`src/rtl/RISCV32i_Pack.sv`:
```
// Shared definitions for the instruction-memory program loader.
// Optional feature: LOADER_CHECKSUM_EN adds a trailing checksum byte (CHK state).
package RISCV32i_Pack;

    // Loader FSM states. CHK is only reachable when LOADER_CHECKSUM_EN is defined.
    typedef enum logic [2:0] {
        IDLE   = 3'd0,
        LEN_LO = 3'd1,
        LEN_HI = 3'd2,
        DATA   = 3'd3,
        WRITE  = 3'd4,
        CHK    = 3'd5,
        DONE   = 3'd6,
        ERROR  = 3'd7
    } loader_state_t;

    // Number of bytes in the little-endian word-count prefix.
    localparam int LOADER_LEN_BYTES = 2;

    // Bytes per instruction word.
    localparam int WORD_BYTES = 4;

    // Modulo-256 accumulation used by the optional checksum.
    function automatic logic [7:0] byte_sum(input logic [7:0] acc, input logic [7:0] b);
        return acc + b;
    endfunction

endpackage

```
`src/rtl/word_assembler.sv`:
```
// Little-endian word assembler: byte k of a word is inserted at bits [8k+7:8k].
// A 2-bit byte counter tracks the insert position; word_full_o flags a complete word.
// clear_i returns the word, counter and flag to zero (used on entry to DATA).
module word_assembler
    import RISCV32i_Pack::*;
(
    input  logic        clk_i,
    input  logic        rst_i,
    input  logic        clear_i,
    input  logic        byte_en_i,
    input  logic [7:0]  byte_data_i,
    output logic [31:0] word_o,
    output logic [1:0]  byte_cnt_o,
    output logic        word_full_o
);

    logic [31:0] word_q;
    logic [1:0]  byte_cnt_q;
    logic        word_full_q;

    // Insert the accepted byte at the current position and advance the counter.
    // NOTE: sequential state is written with non-blocking assignments so every
    // register samples the pre-edge values of its peers, independent of order.
    always_ff @(posedge clk_i or negedge rst_i) begin
        if (!rst_i) begin
            word_q      <= '0;
            byte_cnt_q  <= '0;
            word_full_q <= 1'b0;
        end else if (clear_i) begin
            word_q      <= '0;
            byte_cnt_q  <= '0;
            word_full_q <= 1'b0;
        end else if (byte_en_i) begin
            word_q[{byte_cnt_q, 3'b000} +: 8] <= byte_data_i;
            byte_cnt_q  <= byte_cnt_q + 2'd1;
            word_full_q <= (byte_cnt_q == 2'(WORD_BYTES - 1));
        end
    end

    assign word_o      = word_q;
    assign byte_cnt_o  = byte_cnt_q;
    assign word_full_o = word_full_q;

endmodule

```
`src/rtl/instr_mem_loader.sv`:
```
// Byte-stream program loader for the writable instruction memory.
// Holds the core in reset (core_rst_o=0) while a length-prefixed, little-endian
// stream of 32-bit words is written, then releases it on success.
// Optional feature: define LOADER_CHECKSUM_EN to require a trailing modulo-256
// sum of all data bytes before DONE.
module instr_mem_loader
    import RISCV32i_Pack::*;
#(
    parameter int ADDR_WIDTH  = 8,
    parameter int DEPTH_WORDS = 64
) (
    input  logic                  clk_i,
    input  logic                  rst_i,
    input  logic                  start_i,
    input  logic                  byte_valid_i,
    input  logic [7:0]            byte_data_i,
    output logic                  byte_ready_o,
    output logic                  mem_we_o,
    output logic [ADDR_WIDTH-1:0] mem_addr_o,
    output logic [31:0]           mem_wdata_o,
    output logic                  core_rst_o,
    output logic                  done_o,
    output logic                  error_o
);

    localparam logic [15:0] MAX_WORDS = 16'(DEPTH_WORDS);

    loader_state_t state_q, state_d;

    // Low count byte(s) held until the high byte arrives.
    logic [8*(LOADER_LEN_BYTES-1)-1:0] len_lo_q;
    logic [15:0]                       len_n;
    logic                              len_bad;

    logic [15:0]           words_left_q;
    logic                  last_word;
    logic [ADDR_WIDTH-1:0] addr_q;

    logic        accept;
    logic        asm_clear;
    logic        asm_en;
    logic [31:0] asm_word;
    logic [1:0]  asm_cnt;
    logic        asm_full;

`ifdef LOADER_CHECKSUM_EN
    logic [7:0] sum_q;
`endif

    assign accept    = byte_valid_i && byte_ready_o;
    assign len_n     = {byte_data_i, len_lo_q};
    assign len_bad   = (len_n == 16'd0) || (len_n > MAX_WORDS);
    assign last_word = (words_left_q == 16'd1);

    // The assembler restarts on every entry to DATA: after a valid count and
    // after each WRITE that is not the last word.
    assign asm_en    = accept && (state_q == DATA);
    assign asm_clear = ((state_q == LEN_HI) && accept && !len_bad) ||
                       ((state_q == WRITE) && !last_word);

    word_assembler u_word_assembler (
        .clk_i       (clk_i),
        .rst_i       (rst_i),
        .clear_i     (asm_clear),
        .byte_en_i   (asm_en),
        .byte_data_i (byte_data_i),
        .word_o      (asm_word),
        .byte_cnt_o  (asm_cnt),
        .word_full_o (asm_full)
    );

    // State register.
    always_ff @(posedge clk_i or negedge rst_i) begin
        if (!rst_i) state_q <= IDLE;
        else        state_q <= state_d;
    end

    // Next-state logic.
    // NOTE: state_d is assigned its hold value first so no path through the
    // case leaves it unassigned, which would otherwise infer a latch.
    always_comb begin
        state_d = state_q;
        case (state_q)
            IDLE: begin
                if (start_i) state_d = LEN_LO;
            end
            LEN_LO: begin
                if (accept) state_d = LEN_HI;
            end
            LEN_HI: begin
                if (accept) state_d = len_bad ? ERROR : DATA;
            end
            DATA: begin
                if (accept && (asm_cnt == 2'(WORD_BYTES - 1))) state_d = WRITE;
            end
            WRITE: begin
`ifdef LOADER_CHECKSUM_EN
                state_d = last_word ? CHK : DATA;
`else
                state_d = last_word ? DONE : DATA;
`endif
            end
`ifdef LOADER_CHECKSUM_EN
            CHK: begin
                if (accept) state_d = (byte_data_i == sum_q) ? DONE : ERROR;
            end
`endif
            DONE, ERROR: begin
                if (start_i) state_d = LEN_LO;
            end
            default: state_d = IDLE;
        endcase
    end

    // Outputs decoded from the state register only; byte_valid_i never reaches them.
    always_comb begin
        byte_ready_o = 1'b0;
        mem_we_o     = 1'b0;
        core_rst_o   = 1'b0;
        done_o       = 1'b0;
        error_o      = 1'b0;
        case (state_q)
            LEN_LO, LEN_HI, DATA: byte_ready_o = 1'b1;
`ifdef LOADER_CHECKSUM_EN
            CHK:                  byte_ready_o = 1'b1;
`endif
            WRITE:                mem_we_o     = asm_full;
            DONE: begin
                done_o     = 1'b1;
                core_rst_o = 1'b1;
            end
            ERROR:                error_o      = 1'b1;
            default: ;
        endcase
    end

    // Count capture, remaining-word counter and write address.
    always_ff @(posedge clk_i or negedge rst_i) begin
        if (!rst_i) begin
            len_lo_q     <= '0;
            words_left_q <= '0;
            addr_q       <= '0;
        end else begin
            if ((state_q == LEN_LO) && accept) len_lo_q <= byte_data_i;
            if ((state_q == LEN_HI) && accept) begin
                words_left_q <= len_n;
                addr_q       <= '0;
            end
            if (state_q == WRITE) begin
                words_left_q <= words_left_q - 16'd1;
                addr_q       <= addr_q + ADDR_WIDTH'(WORD_BYTES);
            end
        end
    end

`ifdef LOADER_CHECKSUM_EN
    // Running modulo-256 sum of data bytes; count bytes are excluded.
    always_ff @(posedge clk_i or negedge rst_i) begin
        if (!rst_i) begin
            sum_q <= '0;
        end else if ((state_q == LEN_HI) && accept) begin
            sum_q <= '0;
        end else if (asm_en) begin
            sum_q <= byte_sum(sum_q, byte_data_i);
        end
    end
`endif

    assign mem_addr_o  = addr_q;
    assign mem_wdata_o = asm_word;

endmodule
```
`config.mk`:
```
export PLATFORM = sky130hd
export DESIGN_NAME = instr_mem_loader
export DESIGN_NICKNAME = d
export VERILOG_FILES = /design/src/rtl/RISCV32i_Pack.sv /design/src/rtl/word_assembler.sv /design/src/rtl/instr_mem_loader.sv
export SDC_FILE = /design/constraint.sdc
export NUM_CORES = 1
export LEC_CHECK = 0
export CORE_ASPECT_RATIO = 1.4
export CORE_MARGIN = 1
export CORE_UTILIZATION = 45
export DETAILED_ROUTE_END_ITERATION = 8
export PLACE_DENSITY = 0.69
export SYNTH_ARGS = -nofsm -noshare
export SYNTH_HDL_FRONTEND = slang
export SYNTH_SLANG_ARGS = --single-unit
```
`constraint.sdc`:
```
create_clock -name clk_i -period 2.7 [get_ports clk_i]
set_input_delay 0.27 -clock clk_i [delete_from_list [all_inputs] [get_ports clk_i]]
set_output_delay 0.27 -clock clk_i [all_outputs]
set_load 0.01 [all_outputs]
```
==> results.toml <==
[outcome]
outcome = "completed"

[setup_path]
crit_path_start = "words_left_q[10]"
startpoint_type = "flop"
endpoint_kind = "flop"
rrSetupSlack_ns = 0.52
r2r_end = "u_word_assembler.word_o[31]"
setup.worst_path.end = "u_word_assembler.word_o[31]"
crit_fanout = 35
worst_ep_arrival_time_ns = 2.44
setup.worst_path.class = "reg2reg"
reg2reg_depth = 6
crit_required_ns = 2.96
timing.rr.start = "words_left_q[10]"

[sta]
setup_viol = 0
fin_crit_sh_pct = 80.81
finalCriticalPeriod_ns = 2.182
final_hold_viol_count = 0
worst_slew_pin_slew_ns = 0.8413
slew_viol_final = 0
slew_headroom_pct = 43.91
rsz0062_at_grt = "no"
setup_tns_ns = 0
fmax_ghz = 0.4583
clock_skew_ns = 0.009245

[cts]
htree_levels = 3
tritoncts = "yes"
clk_pin_slew_ns = 0.08
cts_sinks = 68
cts_hold_buf = 0
ctsRootBufferMaster = "clkbuf_8"
cts_resized = 0
clock_path_buffers = 2
numCtsBuffers = 9
clk_latency_ns = 0.35
post_cts_buffers = 0

[route]
first_iter_violations = 248
drt_wl_total_mm = 9.149
route.detailed.drc = 0
via_per_inst = 5.803
wl_per_cell_um = 17.36
postRouteAntennaNets = 0
drt_pass1_iterations = 4
dr_total_vias = 3058

[power_and_ir_drop]
p_leak_nw = 1.786
cellPowerDensity_nw_per_um2 = 1024
peakVddDrop_mv = 0.4140

[flow_run]
drv_cap = 0

[global_route]
grt_util_all_layers_pct = 25.68
antenna_found_initial = 0
grt_pass1_wl_mm = 15.12
grt_pass1_vias = 3053
overflow = 0
grt_max_degree = 37

[finish]
nets = 445
instances_no_fill = 527
final_core_util_pct = 59.43
post_route_cells_drive_above_1_share_pct = 11.16
mostFrequentLayoutCells = "nand2_1 (71), dfrtp_1 (68), clkdlybuf4s50_1 (53)"
n_antenna_cell = 0
design_area_um2 = 4347
area_growth_pct = 28.62
final_common_cell = "nand2_1"

[synth]
postSynthAreaPerCell_um2 = 9.336
synthFlopType = "dfrtp_1"
synth_edf_count = 0
async_flop_share_pct = 100.0
synth_cells = 362
ys_types = 49
ys_seq_elements = 68
syn_area_um2 = 3379
ys_seq_area_share_pct = 50.35
yosys_warnings = 0

[floorplan]
die_h_um = 104.5
rows = 37
start_util_pct = 46.20
die_area_um2 = 7865
core-area_um2 = 7315
die_w_um = 75.24
ios = 57

[place]
placed_cells = 511
hpwl_mm = 6.337
place_area_um2 = 4123
port_buffers = 54
gp_congestion = 0.8275

[worst_hold_path]
hold_path_class = "in2async"
worst max-delay path: stages (launching register included):
cell and delay, ns:
dfrtp_1 0.41, or3_1 0.46, nor4b_1 0.48, a41o_1 0.29
o31ai_4 0.09, buf_12 0.18, o22ai_1 0.18
cells in the mapped netlist, types with 2 or more instances:
| cell type | n | area (µm²) |
|---|---|---|
| nand4_1 | 27 | 168.9 |
| buf_4 | 3 | 22.52 |
| o21ai_0 | 16 | 80.08 |
| o22ai_1 | 8 | 50.05 |
| or3_1 | 3 | 18.77 |
| nor2_1 | 16 | 60.06 |
| a221o_1 | 3 | 30.03 |
| a32oi_1 | 2 | 17.52 |
| inv_1 | 7 | 26.28 |
| nand3_1 | 7 | 35.03 |
| buf_2 | 4 | 20.02 |
| nand2_1 | 71 | 266.5 |
| clkbuf_1 | 10 | 37.54 |
| ha_1 | 8 | 100.1 |
| o21ai_1 | 2 | 10.01 |
| nor3b_1 | 5 | 37.54 |
| and3_1 | 2 | 12.51 |
| xnor2_1 | 3 | 26.28 |
| o311ai_0 | 4 | 35.03 |
| a21oi_1 | 32 | 160.2 |
| nand2b_1 | 3 | 18.77 |
| nor3_1 | 11 | 55.05 |
| buf_1 | 5 | 18.77 |
| or4_1 | 5 | 37.54 |
| mux2_2 | 8 | 90.09 |
| o211ai_1 | 5 | 37.54 |
| dfrtp_1 | 68 | 1702 |
| nor4_1 | 3 | 18.77 |
cells by family after synthesis:
kind of cell / synth area share [%]
AO/OA/AOI/OAI: 15.07
XOR/XNOR: 1.037
adder cells (fa/ha/maj): 2.962
buffers and inverters: 3.703
flip-flops: 50.35
multiplexers: 2.962
other: 0.1110
AND/OR/NAND/NOR: 23.81
stage by stage:
| stage | setup WS [ns] | hold WS, ns | total power [mW] |
|---|---|---|---|
| finish | 0.5181 | 0.02270 | 4.450 |
| global placement | 0.5973 | 0.3995 | 3.431 |
| CTS | 0.5249 | 0.02947 | 4.450 |
| global route | 0.3788 | 0.08339 | 4.745 |
| floorplan | 0.6263 | -0.02559 | 2.736 |
| detailed placement | 0.5391 | 0.4134 | 3.483 |
final cells by class:
cell class | instances | area [µm²]
inverter | 7 | 26.28
timing repair buffer | 73 | 703.2
sequential | 68 | 1702
tap | 97 | 121.4
fill | 663 | 2968
clock buffer | 11 | 141.4
multi-input combinational | 266 | 1570
clock inverter | 5 | 82.58
routing by layer:
metal	track usage, %	share of wire [%]
met5	0	0
met2	41.25	52
met3	5.786	5.9
met4	11.51	2.4
met1	32.48	40
worst min path at each step:
stage               cells after the start   from                         end  slack [ns]
floorplan                               0  rst_i                 len_lo_q[0]       -0.03
detailed placement                      1  rst_i            words_left_q[15]        0.41
global placement                        1  rst_i            words_left_q[14]        0.40
global route                            1  rst_i               mem_addr_o[4]        0.08
finish                                  1  rst_i  u_word_assembler.word_o[6]        0.02
CTS                                     1  rst_i  u_word_assembler.word_o[7]        0.03
state kept, by name, summed over array words and instances, names as in the netlist:
signal	cells
state_q	3
len_lo_q	8
u_word_assembler.word_o	32
words_left_q	16
u_word_assembler.byte_cnt_o	2
mem_addr_o	6
u_word_assembler.word_full_o	1
where the power goes:
part	leakage [nW]	internal, mW	switching (mW)
registers	0.895	1.36	0.367
clock network	0.114	0.551	0.407
logic	0.777	0.820	0.949
total	1.79	2.73	1.72
No activity file was read; power rests on OpenSTA's default activity.
==> patch 1 (same flow settings) <==
Encoding of `loader_state_t`: now one-hot (8 bits for 8 states).
--- a/src/rtl/RISCV32i_Pack.sv
+++ b/src/rtl/RISCV32i_Pack.sv
@@ -3,15 +3,15 @@
 package RISCV32i_Pack;
 
     // Loader FSM states. CHK is only reachable when LOADER_CHECKSUM_EN is defined.
-    typedef enum logic [2:0] {
-        IDLE   = 3'd0,
-        LEN_LO = 3'd1,
-        LEN_HI = 3'd2,
-        DATA   = 3'd3,
-        WRITE  = 3'd4,
-        CHK    = 3'd5,
-        DONE   = 3'd6,
-        ERROR  = 3'd7
+    typedef enum logic [7:0] {
+        IDLE   = 8'b00000001,
+        LEN_LO = 8'b00000010,
+        LEN_HI = 8'b00000100,
+        DATA   = 8'b00001000,
+        WRITE  = 8'b00010000,
+        CHK    = 8'b00100000,
+        DONE   = 8'b01000000,
+        ERROR  = 8'b10000000
     } loader_state_t;
 
     // Number of bytes in the little-endian word-count prefix.
Check against the original RTL: same outputs for any inputs over 10 cycles, from zero or initial values and one cycle with rst_i low; not proved beyond that.
==> patch 1 against the unedited design <==
  * Clock skew is 2.9 ps lower
  * Wire length is 10% higher
  * Via count up 0.82%
  * Sequential share of layout area decreased by 1.7 points
  * Critical path type is now reg2out
  * Worst hold slack better by 450 ps
  * Setup slack lost 380 ps
  * Sequential cell count up 4
  * Design area grew 11%
  * Total power fell by 19%
  * Area after synthesis grew 14%
==> patch 1: results (changes against the unedited design) <==
[worst_setup_path]
critical_path.max_fanout=8  ; was 35
crit_path_max_incr_delay_ps=520  ; was 480 ps
crit_arrival_ps=2290  ; was 2440 ps
worstSetupEndpoint=mem_we_o  ; was u_word_assembler.word_o[31]$_DFFE_PN0P_
r2r-end=len_lo_q[3]$_DFFE_PN0P_  ; was u_word_assembler.word_o[31]$_DFFE_PN0P_
ff2ff_path_depth=4  ; was 6
r2r-start=state_q[3]$_DFFE_PN0P_  ; was words_left_q[10]$_DFFE_PN0P_

[global_routing]
grt_pass1_vias=3251  ; was 3053
track_usage=0.2482  ; was 0.2568
grt_pass1_wl_mm=16.58  ; was 15.12 mm

[logic_synthesis]
synthAdderAreaFrac=0.02592  ; was 0.02962
synth-xor-area-share=0.006803  ; was 0.01037
synthTopCellsByCount=dfrtp_1 (71), nand2_1 (37), nor2_1 (34)  ; was nand2_1 (71), dfrtp_1 (68), a21oi_1 (32)
muxShareOfSynthArea=0.02851  ; was 0.02962
ys_top_cells_by_area=dfrtp_1 (46%), nand2_1 (3.6%), a22oi_1 (3.3%)  ; was dfrtp_1 (50%), nand2_1 (7.9%), nand4_1 (5.0%)
synth-seq-area-share=0.4668  ; was 0.5035

[placement]
dp_cells=518  ; was 511
dpl_cell_area_sq_um=4532  ; was 4123 sq um
hpwlAfterDp_mm=7.068  ; was 6.337 mm
place_congestion=0.8379  ; was 0.8275

[outcome]
status=complete, no violations  ; unchanged

[timing]
slew_headroom=0.5506  ; was 0.4391

[routing]
drt_iter0_markers=217  ; was 248
drt_wl_total_mm=10.08  ; was 9.149 mm
viasPerCell=5.752  ; was 5.803

[pwr]
combinationalPowerShare=0.263  ; was 0.398
p_leak_nw=2.062  ; was 1.786 nW
p_per_area_nw_per_um2=746.1  ; was 1024 nW/um^2
vdd_drop_max_mv=0.4550  ; was 0.4140 mV

[final_layout]
nets=450  ; was 445

[cts]
clkLatencyLatePin_ps=330  ; was 350 ps
cts_hold_buf=1  ; was 0

[patch 1: cell count changes in the layout (fill, tap and decap cells not counted), moves of 9 or more]
cell	before	now
nand2_1	71	37
nand4_1	27	4
a21oi_1	32	11
nor2_1	16	34
a22oi_1	1	17
nand3_1	7	19
clkbuf_8	10	0
clkbuf_16	0	9
[patch 1: metal layers]
metal	part of all wire	global-route usage	wire, um
met2	0.53	0.4222	5350
met3	0.043	0.05164	437
met5	0	0	0
met4	0.027	0.1274	272
met1	0.40	0.2899	4021
[patch 1: stage by stage]
stage	utilization	hold slack (ps)
2_1_floorplan	-	-25.59
3_3_place_gp	0.5495	303.7
3_5_place_dp	0.5495	304.9
4_1_cts	0.5809	489.4
5_1_grt	0.5835	521.4
6_report	0.5835	470.9
[patch 1: cell type report]
cell class	instances	area, sq um
sequential	72	1803
tap	102	127.6
fill	694	3435
clock buffer	14	244.0
timing repair buffer	77	735.7
clock inverter	1	5.005
multi-input combinational	258	1852
inverter	12	45.04
==> patch 2 (same settings) <==
Made on the original files. Add a define of `LOADER_CHECKSUM_EN`.
--- a/src/rtl/instr_mem_loader.sv
+++ b/src/rtl/instr_mem_loader.sv
@@ -3,6 +3,8 @@
 // stream of 32-bit words is written, then releases it on success.
 // Optional feature: define LOADER_CHECKSUM_EN to require a trailing modulo-256
 // sum of all data bytes before DONE.
+`define LOADER_CHECKSUM_EN
+
 module instr_mem_loader
     import RISCV32i_Pack::*;
 #(
Behaviour: not the same (a bounded check fails within 10 cycles, from zero or initial values and one cycle with rst_i low).
==> patch 2 against the unedited design <==
  * Combinational power rose by 20%
  * Register-to-register slack worse by 140 ps
  * Total power rose by 16%
  * Clock power up 17%
  * Worst hold slack gained 450 ps
  * Wire length increased by 13%
  * Non-clock buffer count grew 5
  * Setup slack got worse by 160 ps
  * Sequential share of layout area shrank 2.2 points
  * Area after synthesis is 22% higher
  * Sequential cell count increased by 8
  * Design area increased by 18%
  * Critical path type is now reg2out
==> patch 2: results (changes against the unedited design) <==
[outcome]
status=complete, no violations  ; unchanged

[routing]
drt_iter0_markers=218  ; was 248
dr.pass1.iters=5  ; was 4
met1Wirelength_mm=4.564  ; was 3.631 mm
wl_per_cell_um=17.39  ; was 17.36 um
vias=3446  ; was 3058
wl_met3_um=552  ; was 537 um

[logic_synthesis]
ys_ff_latch=76  ; was 68
muxShareOfSynthArea=0.02419  ; was 0.02962
synth_compound_area_frac=0.2080  ; was 0.1507
synth-seq-area-share=0.4596  ; was 0.5035
synthAdderAreaFrac=0.05020  ; was 0.02962
synth_area_sq_um=4138  ; was 3379 sq um
synthTopCellsByCount=dfrtp_1 (76), nand2_1 (65), nand3_1 (36)  ; was nand2_1 (71), dfrtp_1 (68), a21oi_1 (32)
synth_cell_type_count=65  ; was 49
ys_top_cells_by_area=dfrtp_1 (46%), nand2_1 (5.9%), a21oi_2 (5.1%)  ; was dfrtp_1 (50%), nand2_1 (7.9%), nand4_1 (5.0%)

[final_layout]
nMultiInputCombCells=310  ; was 266
multi_input_area_share=0.4044  ; was 0.3613
ff_latch_area_sq_um=1902  ; was 1702 sq um
clkbuf_count=13  ; was 11
final_core_util=0.5728  ; was 0.5943
drive_gt1_frac=0.1749  ; was 0.1116
nets=510  ; was 445

[timing]
skew_ps=4.796  ; was 9.245 ps
worst_slew_pin_slew_ps=590.3  ; was 841.3 ps

[worst_setup_path]
slowest_stage=dfrtp_1  ; was nor4b_1
critical_path.max_fanout=13  ; was 35
crit_arrival_ps=2070  ; was 2440 ps
r2r-start=sum_q[1]$_DFFE_PN0P_  ; was words_left_q[10]$_DFFE_PN0P_
crit_start=state_q[0]$_DFFE_PN0P_  ; was words_left_q[10]$_DFFE_PN0P_
crit_family=buffers and inverters  ; was simple AND/OR/NAND/NOR gates

[placement]
dp_cells=577  ; was 511
dpl_cell_area_sq_um=4862  ; was 4123 sq um
place_congestion=0.8561  ; was 0.8275
hpwlAfterDp_mm=7.058  ; was 6.337 mm
pre_cts_ws_ps=116.8  ; was 539.1 ps

[pwr]
p_switching_mw=1.936  ; was 1.723 mW
vdd_drop_max_mv=0.5387  ; was 0.4140 mV
powerClk_mw=1.12  ; was 0.957 mW

[global_routing]
grt_pass1_wl_mm=16.34  ; was 15.12 mm
grt_pass1_vias=3207  ; was 3053
grt_max_degree=36  ; was 37
track_usage=0.2194  ; was 0.2568

[cts]
clk_pin_slew_ps=60  ; was 80 ps
cts_root_buf=clkbuf_16  ; was clkbuf_8

## patch 2: cell types whose count changed after synthesis, moves of 7 or more
cell / change
dfrtp_1: +8
a21oi_1: -20
nand4_1: -25
nand3_1: +29
ha_1: +7
a21oi_2: +24
## patch 2: worst paths after layout
path	end	slack (ps)	cells past startpoint
worst min-delay path	mem_addr_o[6]$_DFFE_PN0P_	470	2
worst max-delay path	byte_ready_o	360	3
min in group clk_i	mem_addr_o[7]$_DFFE_PN0P_	480	1
max in group asynchronous	u_word_assembler.word_o[22]$_DFFE_PN0P_	1410	3
worst max register to register	sum_q[7]$_DFFE_PN0P_	380	6
worst min register to register	mem_addr_o[7]$_DFFE_PN0P_	480	1
## patch 2: repair_timing
action | CTS | global route
setup buffers | 0 | 0
endpoints found under the hold margin | 23 | 0
hold buffers | 1 | 0
## patch 2: layer usage
layer	global-route usage	up-vias
li1	-	1651
met1	0.2717	1669
met2	0.3781	112
met3	0.05057	14
met4	0.07816	0
met5	0	-
